### config.mk
export PLATFORM = sky130hd
export DESIGN_NAME = rv_multicycle_ctrl_flat
export DESIGN_NICKNAME = d
export VERILOG_FILES = /design/src/rtl/rv_multicycle_ctrl_if.sv /design/src/rtl/rv_multicycle_ctrl.sv /design/src/flat_wrapper.sv
export SDC_FILE = /design/constraint.sdc
export NUM_CORES = 1
export LEC_CHECK = 0
export BUFFER_PORTS_ARGS = -buffer_cell sky130_fd_sc_hd__buf_2
export CORE_UTILIZATION = 54
export CTS_CLUSTER_DIAMETER = 100
export CTS_CLUSTER_SIZE = 30
export DETAILED_ROUTE_END_ITERATION = 16
export PLACE_DENSITY = 0.81
export SLEW_MARGIN = 5
export SYNTH_ARGS = -nofsm -noshare
export SYNTH_HDL_FRONTEND = slang
export SYNTH_SLANG_ARGS = --single-unit
### constraint.sdc
create_clock -name clk -period 2.6 [get_ports clk]
set_input_delay 0.78 -clock clk [delete_from_list [all_inputs] [get_ports clk]]
set_output_delay 0.78 -clock clk [all_outputs]
set_load 0.02 [all_outputs]
### src/rtl/rv_multicycle_ctrl_if.sv
// Control bundle between the multi-cycle sequencer and the RV32 datapath /
// memory port. The master side is the sequencer: it consumes the decoded
// opcode, the branch comparator result and the memory handshake, and
// drives every datapath select, enable and status output.
interface rv_multicycle_ctrl_if #(
    parameter int CNT_W = 32
) ();
    logic [6:0]       opcode;
    logic             branch_taken;
    logic             mem_ready;
    logic             mem_req;
    logic             mem_we;
    logic             adr_src;
    logic             ir_write;
    logic             pc_write;
    logic             reg_write;
    logic [1:0]       alu_src_a;
    logic [1:0]       alu_src_b;
    logic [1:0]       alu_op;
    logic [1:0]       result_src;
    logic             illegal;
    logic [3:0]       state;
    logic [CNT_W-1:0] instret;

    modport master (
        input  opcode, branch_taken, mem_ready,
        output mem_req, mem_we, adr_src, ir_write, pc_write, reg_write,
               alu_src_a, alu_src_b, alu_op, result_src,
               illegal, state, instret
    );

    modport slave (
        output opcode, branch_taken, mem_ready,
        input  mem_req, mem_we, adr_src, ir_write, pc_write, reg_write,
               alu_src_a, alu_src_b, alu_op, result_src,
               illegal, state, instret
    );
endinterface

### src/rtl/rv_multicycle_ctrl.sv
// Main sequencing FSM of the multi-cycle RV32 core. Steps the shared ALU,
// the unified memory port and the register file through fetch, decode,
// execute, memory and writeback; counts retired instructions and parks in
// TRAP on an illegal opcode or when memory fails to answer in time.
module rv_multicycle_ctrl #(
    parameter int CNT_W       = 32,
    parameter int MEM_TIMEOUT = 255
) (
    input  logic                  clk,
    input  logic                  rst_n,
    rv_multicycle_ctrl_if.master  bus
);

    typedef enum logic [3:0] {
        FETCH    = 4'd0,
        DECODE   = 4'd1,
        MEM_ADDR = 4'd2,
        MEM_RD   = 4'd3,
        MEM_WB   = 4'd4,
        MEM_WR   = 4'd5,
        EXEC_R   = 4'd6,
        EXEC_I   = 4'd7,
        ALU_WB   = 4'd8,
        BRANCH   = 4'd9,
        JAL      = 4'd10,
        JALR     = 4'd11,
        EXEC_U   = 4'd12,
        LINK     = 4'd13,
        TRAP     = 4'd14
    } state_t;

    localparam logic [6:0] OP_LOAD  = 7'b0000011;
    localparam logic [6:0] OP_STORE = 7'b0100011;
    localparam logic [6:0] OP_R     = 7'b0110011;
    localparam logic [6:0] OP_AMO   = 7'b0101111;
    localparam logic [6:0] OP_I     = 7'b0010011;
    localparam logic [6:0] OP_BR    = 7'b1100011;
    localparam logic [6:0] OP_JAL   = 7'b1101111;
    localparam logic [6:0] OP_JALR  = 7'b1100111;
    localparam logic [6:0] OP_LUI   = 7'b0110111;
    localparam logic [6:0] OP_AUIPC = 7'b0010111;

    // Wait counter only has to reach MEM_TIMEOUT, so size it to that.
    localparam int WAIT_W = (MEM_TIMEOUT > 1) ? $clog2(MEM_TIMEOUT + 1) : 1;
    localparam logic [WAIT_W-1:0] TIMEOUT_VAL = WAIT_W'(MEM_TIMEOUT);
    localparam bit TIMEOUT_EN = (MEM_TIMEOUT != 0);

    state_t             state_q, state_d;
    logic [WAIT_W-1:0]  wait_q, wait_d;
    logic [CNT_W-1:0]   instret_q, instret_d;
    logic               retire;
    logic               waiting;
    logic               timeout;

    // A memory-facing state is stalled when the request is not answered; the
    // timeout fires on the stall cycle where the count has already reached
    // the limit, so a late mem_ready in that very cycle still wins.
    always_comb begin
        waiting = ((state_q == FETCH) || (state_q == MEM_RD) || (state_q == MEM_WR))
                  && !bus.mem_ready;
        timeout = TIMEOUT_EN && waiting && (wait_q == TIMEOUT_VAL);
    end

    // Next-state selection and retirement detection.
    always_comb begin
        state_d = state_q;
        retire  = 1'b0;
        unique case (state_q)
            FETCH: begin
                if (bus.mem_ready)  state_d = DECODE;
                else if (timeout)   state_d = TRAP;
            end
            DECODE: begin
                case (bus.opcode)
                    OP_LOAD, OP_STORE: state_d = MEM_ADDR;
                    OP_R, OP_AMO:      state_d = EXEC_R;
                    OP_I:              state_d = EXEC_I;
                    OP_BR:             state_d = BRANCH;
                    OP_JAL:            state_d = JAL;
                    OP_JALR:           state_d = JALR;
                    OP_LUI, OP_AUIPC:  state_d = EXEC_U;
                    default:           state_d = TRAP;
                endcase
            end
            MEM_ADDR: state_d = bus.opcode[5] ? MEM_WR : MEM_RD;
            MEM_RD: begin
                if (bus.mem_ready)  state_d = MEM_WB;
                else if (timeout)   state_d = TRAP;
            end
            MEM_WB: begin
                state_d = FETCH;
                retire  = 1'b1;
            end
            MEM_WR: begin
                if (bus.mem_ready) begin
                    state_d = FETCH;
                    retire  = 1'b1;
                end else if (timeout) begin
                    state_d = TRAP;
                end
            end
            EXEC_R, EXEC_I, EXEC_U: state_d = ALU_WB;
            ALU_WB, BRANCH: begin
                state_d = FETCH;
                retire  = 1'b1;
            end
            JAL:     state_d = ALU_WB;
            JALR:    state_d = LINK;
            LINK:    state_d = ALU_WB;
            TRAP:    state_d = TRAP;
            default: state_d = TRAP;
        endcase
    end

    // Wait counter restarts on every state change and counts stall cycles.
    always_comb begin
        wait_d = wait_q;
        if (state_d != state_q) begin
            wait_d = '0;
        end else if (TIMEOUT_EN && waiting) begin
            wait_d = wait_q + WAIT_W'(1);
        end
        instret_d = retire ? (instret_q + CNT_W'(1)) : instret_q;
    end

    // State, wait counter and retired-instruction counter registers.
    always_ff @(posedge clk or negedge rst_n) begin
        if (!rst_n) begin
            state_q   <= FETCH;
            wait_q    <= '0;
            instret_q <= '0;
        end else begin
            state_q   <= state_d;
            wait_q    <= wait_d;
            instret_q <= instret_d;
        end
    end

    // Datapath control decode; everything not named in a state stays 0.
    always_comb begin
        bus.mem_req    = 1'b0;
        bus.mem_we     = 1'b0;
        bus.adr_src    = 1'b0;
        bus.ir_write   = 1'b0;
        bus.pc_write   = 1'b0;
        bus.reg_write  = 1'b0;
        bus.alu_src_a  = 2'b00;
        bus.alu_src_b  = 2'b00;
        bus.alu_op     = 2'b00;
        bus.result_src = 2'b00;
        bus.illegal    = 1'b0;
        unique case (state_q)
            FETCH: begin
                bus.mem_req    = 1'b1;
                bus.alu_src_b  = 2'b10;
                bus.result_src = 2'b10;
                bus.ir_write   = bus.mem_ready;
                bus.pc_write   = bus.mem_ready;
            end
            DECODE: begin
                bus.alu_src_a = 2'b01;
                bus.alu_src_b = 2'b01;
            end
            MEM_ADDR: begin
                bus.alu_src_a = 2'b10;
                bus.alu_src_b = 2'b01;
            end
            MEM_RD: begin
                bus.mem_req = 1'b1;
                bus.adr_src = 1'b1;
            end
            MEM_WB: begin
                bus.reg_write  = 1'b1;
                bus.result_src = 2'b01;
            end
            MEM_WR: begin
                bus.mem_req = 1'b1;
                bus.mem_we  = 1'b1;
                bus.adr_src = 1'b1;
            end
            EXEC_R: begin
                bus.alu_src_a = 2'b10;
                bus.alu_op    = 2'b10;
            end
            EXEC_I: begin
                bus.alu_src_a = 2'b10;
                bus.alu_src_b = 2'b01;
                bus.alu_op    = 2'b10;
            end
            EXEC_U: begin
                bus.alu_src_a = bus.opcode[5] ? 2'b11 : 2'b01;
                bus.alu_src_b = 2'b01;
            end
            ALU_WB: bus.reg_write = 1'b1;
            BRANCH: begin
                bus.alu_src_a = 2'b10;
                bus.alu_op    = 2'b01;
                bus.pc_write  = bus.branch_taken;
            end
            JAL: begin
                bus.alu_src_a = 2'b01;
                bus.alu_src_b = 2'b10;
                bus.pc_write  = 1'b1;
            end
            JALR: begin
                bus.alu_src_a  = 2'b10;
                bus.alu_src_b  = 2'b01;
                bus.result_src = 2'b10;
                bus.pc_write   = 1'b1;
            end
            LINK: begin
                bus.alu_src_a = 2'b01;
                bus.alu_src_b = 2'b10;
            end
            TRAP:    bus.illegal = 1'b1;
            default: bus.illegal = 1'b1;
        endcase
    end

    assign bus.state   = state_q;
    assign bus.instret = instret_q;

endmodule

### src/flat_wrapper.sv
// flat-port wrapper written by rule: the top's interface ports become plain ports
module rv_multicycle_ctrl_flat 
#(
    parameter int CNT_W       = 32,
    parameter int MEM_TIMEOUT = 255
)
  (clk, rst_n, bus_opcode, bus_branch_taken, bus_mem_ready, bus_mem_req, bus_mem_we, bus_adr_src, bus_ir_write, bus_pc_write, bus_reg_write, bus_alu_src_a, bus_alu_src_b, bus_alu_op, bus_result_src, bus_illegal, bus_state, bus_instret);
  rv_multicycle_ctrl_if #(.CNT_W(CNT_W)) bus_i ();
  input  logic clk;
  input  logic rst_n;
  input wire logic [$bits(bus_i.opcode)-1:0] bus_opcode;
  input wire logic [$bits(bus_i.branch_taken)-1:0] bus_branch_taken;
  input wire logic [$bits(bus_i.mem_ready)-1:0] bus_mem_ready;
  output wire logic [$bits(bus_i.mem_req)-1:0] bus_mem_req;
  output wire logic [$bits(bus_i.mem_we)-1:0] bus_mem_we;
  output wire logic [$bits(bus_i.adr_src)-1:0] bus_adr_src;
  output wire logic [$bits(bus_i.ir_write)-1:0] bus_ir_write;
  output wire logic [$bits(bus_i.pc_write)-1:0] bus_pc_write;
  output wire logic [$bits(bus_i.reg_write)-1:0] bus_reg_write;
  output wire logic [$bits(bus_i.alu_src_a)-1:0] bus_alu_src_a;
  output wire logic [$bits(bus_i.alu_src_b)-1:0] bus_alu_src_b;
  output wire logic [$bits(bus_i.alu_op)-1:0] bus_alu_op;
  output wire logic [$bits(bus_i.result_src)-1:0] bus_result_src;
  output wire logic [$bits(bus_i.illegal)-1:0] bus_illegal;
  output wire logic [$bits(bus_i.state)-1:0] bus_state;
  output wire logic [$bits(bus_i.instret)-1:0] bus_instret;
  assign bus_i.opcode = bus_opcode;
  assign bus_i.branch_taken = bus_branch_taken;
  assign bus_i.mem_ready = bus_mem_ready;
  assign bus_mem_req = bus_i.mem_req;
  assign bus_mem_we = bus_i.mem_we;
  assign bus_adr_src = bus_i.adr_src;
  assign bus_ir_write = bus_i.ir_write;
  assign bus_pc_write = bus_i.pc_write;
  assign bus_reg_write = bus_i.reg_write;
  assign bus_alu_src_a = bus_i.alu_src_a;
  assign bus_alu_src_b = bus_i.alu_src_b;
  assign bus_alu_op = bus_i.alu_op;
  assign bus_result_src = bus_i.result_src;
  assign bus_illegal = bus_i.illegal;
  assign bus_state = bus_i.state;
  assign bus_instret = bus_i.instret;
  rv_multicycle_ctrl #(.CNT_W(CNT_W), .MEM_TIMEOUT(MEM_TIMEOUT)) u_core (.clk(clk), .rst_n(rst_n), .bus(bus_i));
endmodule
* After elaboration in Yosys (flattened, before gate mapping) *
Index checks and enable logic that the tools add are counted.

word-level totals
  bits in registers = 44
  bits of input ports = 11

cells by class
  add/subtract/negate cells = 2
  equal/unequal tests = 25
  mux-type cells = 23
  reduce and logical (&&, ||, !) cells = 23

operator list
  operator               count
  $add 32x1->32 const B  1
  $pmux 4 s8             1
  $eq 7x6->1 const B     4
  $pmux 4 s7             1
  $eq 4x4->1 const B     6
  $eq 7x7->1 const B     3
  $eq 4x3->1 const B     4
  $mux 4                 4
  $mux 8                 2
  $reduce_or 2->1        8
  $reduce_or 5->1        3
  $eq 7x5->1 const B     2
  $reduce_or 14->1       1
  $pmux 2 s2             3
  $reduce_or 3->1        4
  $add 8x1->8 const B    1
  $eq 4x2->1 const B     2
  $eq 8x8->1 const B     1
  $eq 7x2->1 const B     1
  $mux 1                 7
  $pmux 2 s3             1
  $eq 4x1->1 const B     1
  $logic_not 4->1        1
  $ne 4x4->1             1
  other kinds (8)        10

* Logic depth before layout (Yosys ltp) *
  depth after elaboration = 10
  mapped depth = 7
  depth with buffers taken out = 6

* Least setup slack after synthesis *
OpenSTA, ideal clock, no wires.

  kind = register to output
  from = register u_core.state_q[1], in the netlist u_core.bus.state[1]
  to = output bus_alu_src_b[0]
  arrival = 1,812 ps
  path slack = 8 ps
  stages on the path, launching flop included = 6
  cell sequence = dfrtp_1 -> buf_4 -> clkbuf_1 -> clkbuf_1 -> a21oi_1 -> o21ai_0

on the way
  cells in the longest elaborated chain, start to end = 3
  elaborated cells on any way between the ends = 11
  those cells by class = eq/ne (7); mux (1); reduce/logical (3)

ends and longest elaborated chain
  element                                                                     line                       RTL
  start: declaration                                                          rv_multicycle_ctrl.sv:48   state_t state_q, state_d;
  start signal: assignment                                                    rv_multicycle_ctrl.sv:133  state_q <= state_d;
  $eq 4x2->1, or another cell as far along                                    rv_multicycle_ctrl.sv:152  unique case (state_q)
  $reduce_or 5->1 (no source line) / $reduce_or 3->1 (equally long branches)  --
  $pmux 2 s2 *                                                                rv_multicycle_ctrl.sv:152
  end: declaration                                                            flat_wrapper.sv:21         output wire logic [$bits(bus_i.alu_src_b)-1:0] bus_alu_src_b;

Every way passes the cells marked *; elsewhere a longest branch is shown, timed or not.

* Final worst setup path *
  from = register u_core.state_q[3], in the netlist u_core.bus.state[3]
  to = output bus_alu_src_a[1]

on the way
  cells in the longest elaborated chain, start to end = 3
  elaborated cells on any way between the ends = 12
  those cells by class = eq/ne (9); mux (1); reduce/logical (2)

ends and longest elaborated chain
  element                                                                     line                       RTL
  $eq 4x2->1, or another cell as far along                                    rv_multicycle_ctrl.sv:152
  $reduce_or 5->1 (no source line) / $reduce_or 3->1 (equally long branches)  --
  $pmux 2 s3 *                                                                rv_multicycle_ctrl.sv:152
  end: declaration                                                            flat_wrapper.sv:20         output wire logic [$bits(bus_i.alu_src_a)-1:0] bus_alu_src_a;

Marked as above.

==> metrics.txt <==
Worst Path Arrival 1630 ps; vias 2292; # setup viols final 0; setup_tns 0 ps; P_leak 1.485 nW; Hold Crit Class flip-flop to flip-flop; Inserted Diodes 0; synth-to-layout area growth 17.41%; num ports 62; first-pass GRT wire length 9349 microns; Worst Setup SP u_core.bus.state[3]; Clk pwr share 0.150; top cell type's share of synthesized area 0.4118; port buffer count 61; DRC viols 0; Worst-Margin Slew 756.8 ps; CP startpoint kind flip-flop; post-synthesis sequential area ratio 0.4118; Worst Clk Skew 4.984 ps; FF+latch count, synth 44; CP delay by family, top flip-flops; sw frac 0.4480; post-synthesis cell type count 55; area of the die 0.005237 sq mm; Switch Pwr 1.181 mW; Inserted Clock Buffers 5; cell taking the most area after synthesis dfrtp_1; top post-synthesis cells by area dfrtp_1 (41%), xnor2_1 (7.9%), xor2_1 (5.2%); initial antenna violation count 0; final std cells w/o fill 407; Worst Hold Slack 466.7 ps; Yosys Warn Count 0; Combinational Power Share 0.501; RSZ-0062 raised after global routing no; Power Total 2.636 mW; Via-to-Cell Ratio 5.631; Root Buffer clkbuf_8; wirelength, routed 5709 microns; share of cells above drive strength 1 0.2912; Starting DRT DRC Count 134; CP Capture Type output pin; largest net degree at the start of global routing 45; Final ANT Viol Nets 0; Int Power 1.455 mW; status complete, no violations; Fillers 422; WP buf/inv 1; clk sinks 44; Main synth FF type dfrtp_1; drt pass-1 iters 5; WP data required 1820 ps; ys async rst share 1.000; maximum clock path buffer count 2; Hold Crit Start u_core.bus.instret[31]; worst rel slew slack 0.4891; endpoints failing hold 0; total grt overflow 0; area of the mapped netlist 0.002674 sq mm; site row count 25; highest cell delay on the worst timing path 460 ps; cells after synthesis 274; starting density of the core 0.5624; max-cap violation count 0; min Tclk post-route 2413 ps; CP max-delay cell dfrtp_1; worst-path cell chain and2_4 > nand2_1 > mux2_2 > o21ai_0 > buf_2; Finished Cell Area 0.003139 sq mm; DP HPWL 4243 microns; syn_nets 287; Hold Buf Count CTS 0; total placed instance area 0.003059 sq mm; pre-CTS WS 6.233 ps; setup ws final 187.1 ps; fin crit share 0.9280; Max Freq 0.4144 GHz; worst-skew pair later-pin latency 280 ps; Avg Synthesized Cell Area 9.758 sq um; total power per unit cell area 839.7 mW/mm^2; vias in the first global route 2042; critical path class flip-flop to output pin; post-placement cell count 400; Post-synth EDFFs 0; Reg power frac 0.349; routability cong. 0.8777; drt wl/cell 14.03 microns; die height 72.37 microns; GRT Overall Usage 0.2257; Chip Width 72.37 microns; r2r startpoint u_core.bus.state[1]; post-cts sizing count 0; crit path max fanout 8; utilization after layout 0.6603; final net count 353; # Post-CTS Setup Buffers 0; core footprint 0.004755 sq mm; Clock transition at path regs 80 ps; Slew Viols, Final 0; Worst VDD drop 0.0006176 V; CTS tree yes; H-tree Lvls 2
## worst reg2reg max path: cells and delay by family (launching register included)
family / cells / cell delay, ps
buffers and inverters: 1 / 210
DFF: 1 / 540
and+or+nand+nor: 3 / 780
muxes: 1 / 370
AOI/OAI and AO/OA: 1 / 190
## state kept, by name (all words and copies together), names as in the netlist
| signal | count |
|---|---|
| u_core.bus.instret | 32 |
| u_core.bus.state | 4 |
| u_core.wait_q | 8 |
## path summary, 6_finish.rpt
check | end | slack (ps) | depth (start not counted)
hold / removal | u_core.bus.instret[31] | 470 | 1
hold reg to reg | u_core.bus.instret[31] | 470 | 1
min in group asynchronous | u_core.bus.instret[23] | 560 | 2
setup / recovery | bus_alu_src_a[1] | 190 | 5
setup reg to reg | u_core.wait_q[4] | 390 | 6
max in group asynchronous | u_core.bus.state[0] | 1640 | 2
## synth_stat cells, types with 3 or more instances
library cell   n
clkbuf_1       7
nor2_1        20
inv_1          3
o21ai_0        4
nor4_1        14
o31a_1         3
nand2b_1       4
nand4_1        7
a21oi_1        6
nor3_1        13
nand3_1       19
and4_1         3
nand2_1       22
nor4_2         3
xor2_1        16
buf_6          4
dfrtp_1       44
and3_1         7
nor2b_1        4
and2_1         3
xnor2_1       24
## final cells by class
class | count | area (sq um) | area share
Clock buffer | 6 | 72.57 | 0.02312
Clock inverter | 1 | 5.005 | 0.001594
Multi-Input combinational cell | 214 | 1475 | 0.4699
Inverter | 3 | 11.26 | 0.003587
Sequential cell | 44 | 1104 | 0.3515
Tap cell | 67 | 83.83 | 0.02670
Timing Repair Buffer | 72 | 387.9 | 0.1236
## power groups by stage
| stage | Sequential, mW | Clock [mW] | Combinational [mW] |
|---|---|---|---|
| after floorplan | 0.948 | 0 | 0.925 |
| after global placement | 0.925 | 0 | 1.28 |
| after detailed placement | 0.930 | 0 | 1.32 |
| after CTS | 0.916 | 0.399 | 1.33 |
| after global routing | 0.941 | 0.432 | 1.44 |
| final | 0.920 | 0.395 | 1.32 |
## logic make-up after synthesis
group	Yosys count	synth area share
AO/OA/AOI/OAI	28	0.08002
XOR/XNOR	40	0.1310
AND/OR/NAND/NOR	140	0.3135
flip-flops	44	0.4118
adder cells (fa/ha/maj)	2	0.009357
multiplexers	4	0.01778
buffers and inverters	16	0.03650
## metal layers
layer	vias to the layer above	wire [microns]	GRT usage
li1	1116	-	-
met2	60	2797	0.3811
met5	-	0	0
met4	0	61	0.06536
met3	7	237	0.04028
met1	1109	2613	0.2964
## cell usage in the layout (no fill, tap or decap), types with 4 or more instances in the layout
master | Yosys | layout
clkbuf_8 | 0 | 5
xor2_1 | 16 | 16
o21ai_0 | 4 | 4
nand2b_1 | 4 | 4
nand2_1 | 22 | 22
nor2b_1 | 4 | 4
buf_4 | 2 | 11
and3_1 | 7 | 7
nor3_1 | 13 | 13
nor4_1 | 14 | 14
dfrtp_1 | 44 | 42
buf_2 | 0 | 61
a21oi_1 | 6 | 6
xnor2_1 | 24 | 24
nor2_1 | 20 | 20
nand4_1 | 7 | 7
nand3_1 | 19 | 19
No activity file was read; power rests on OpenSTA's default activity.
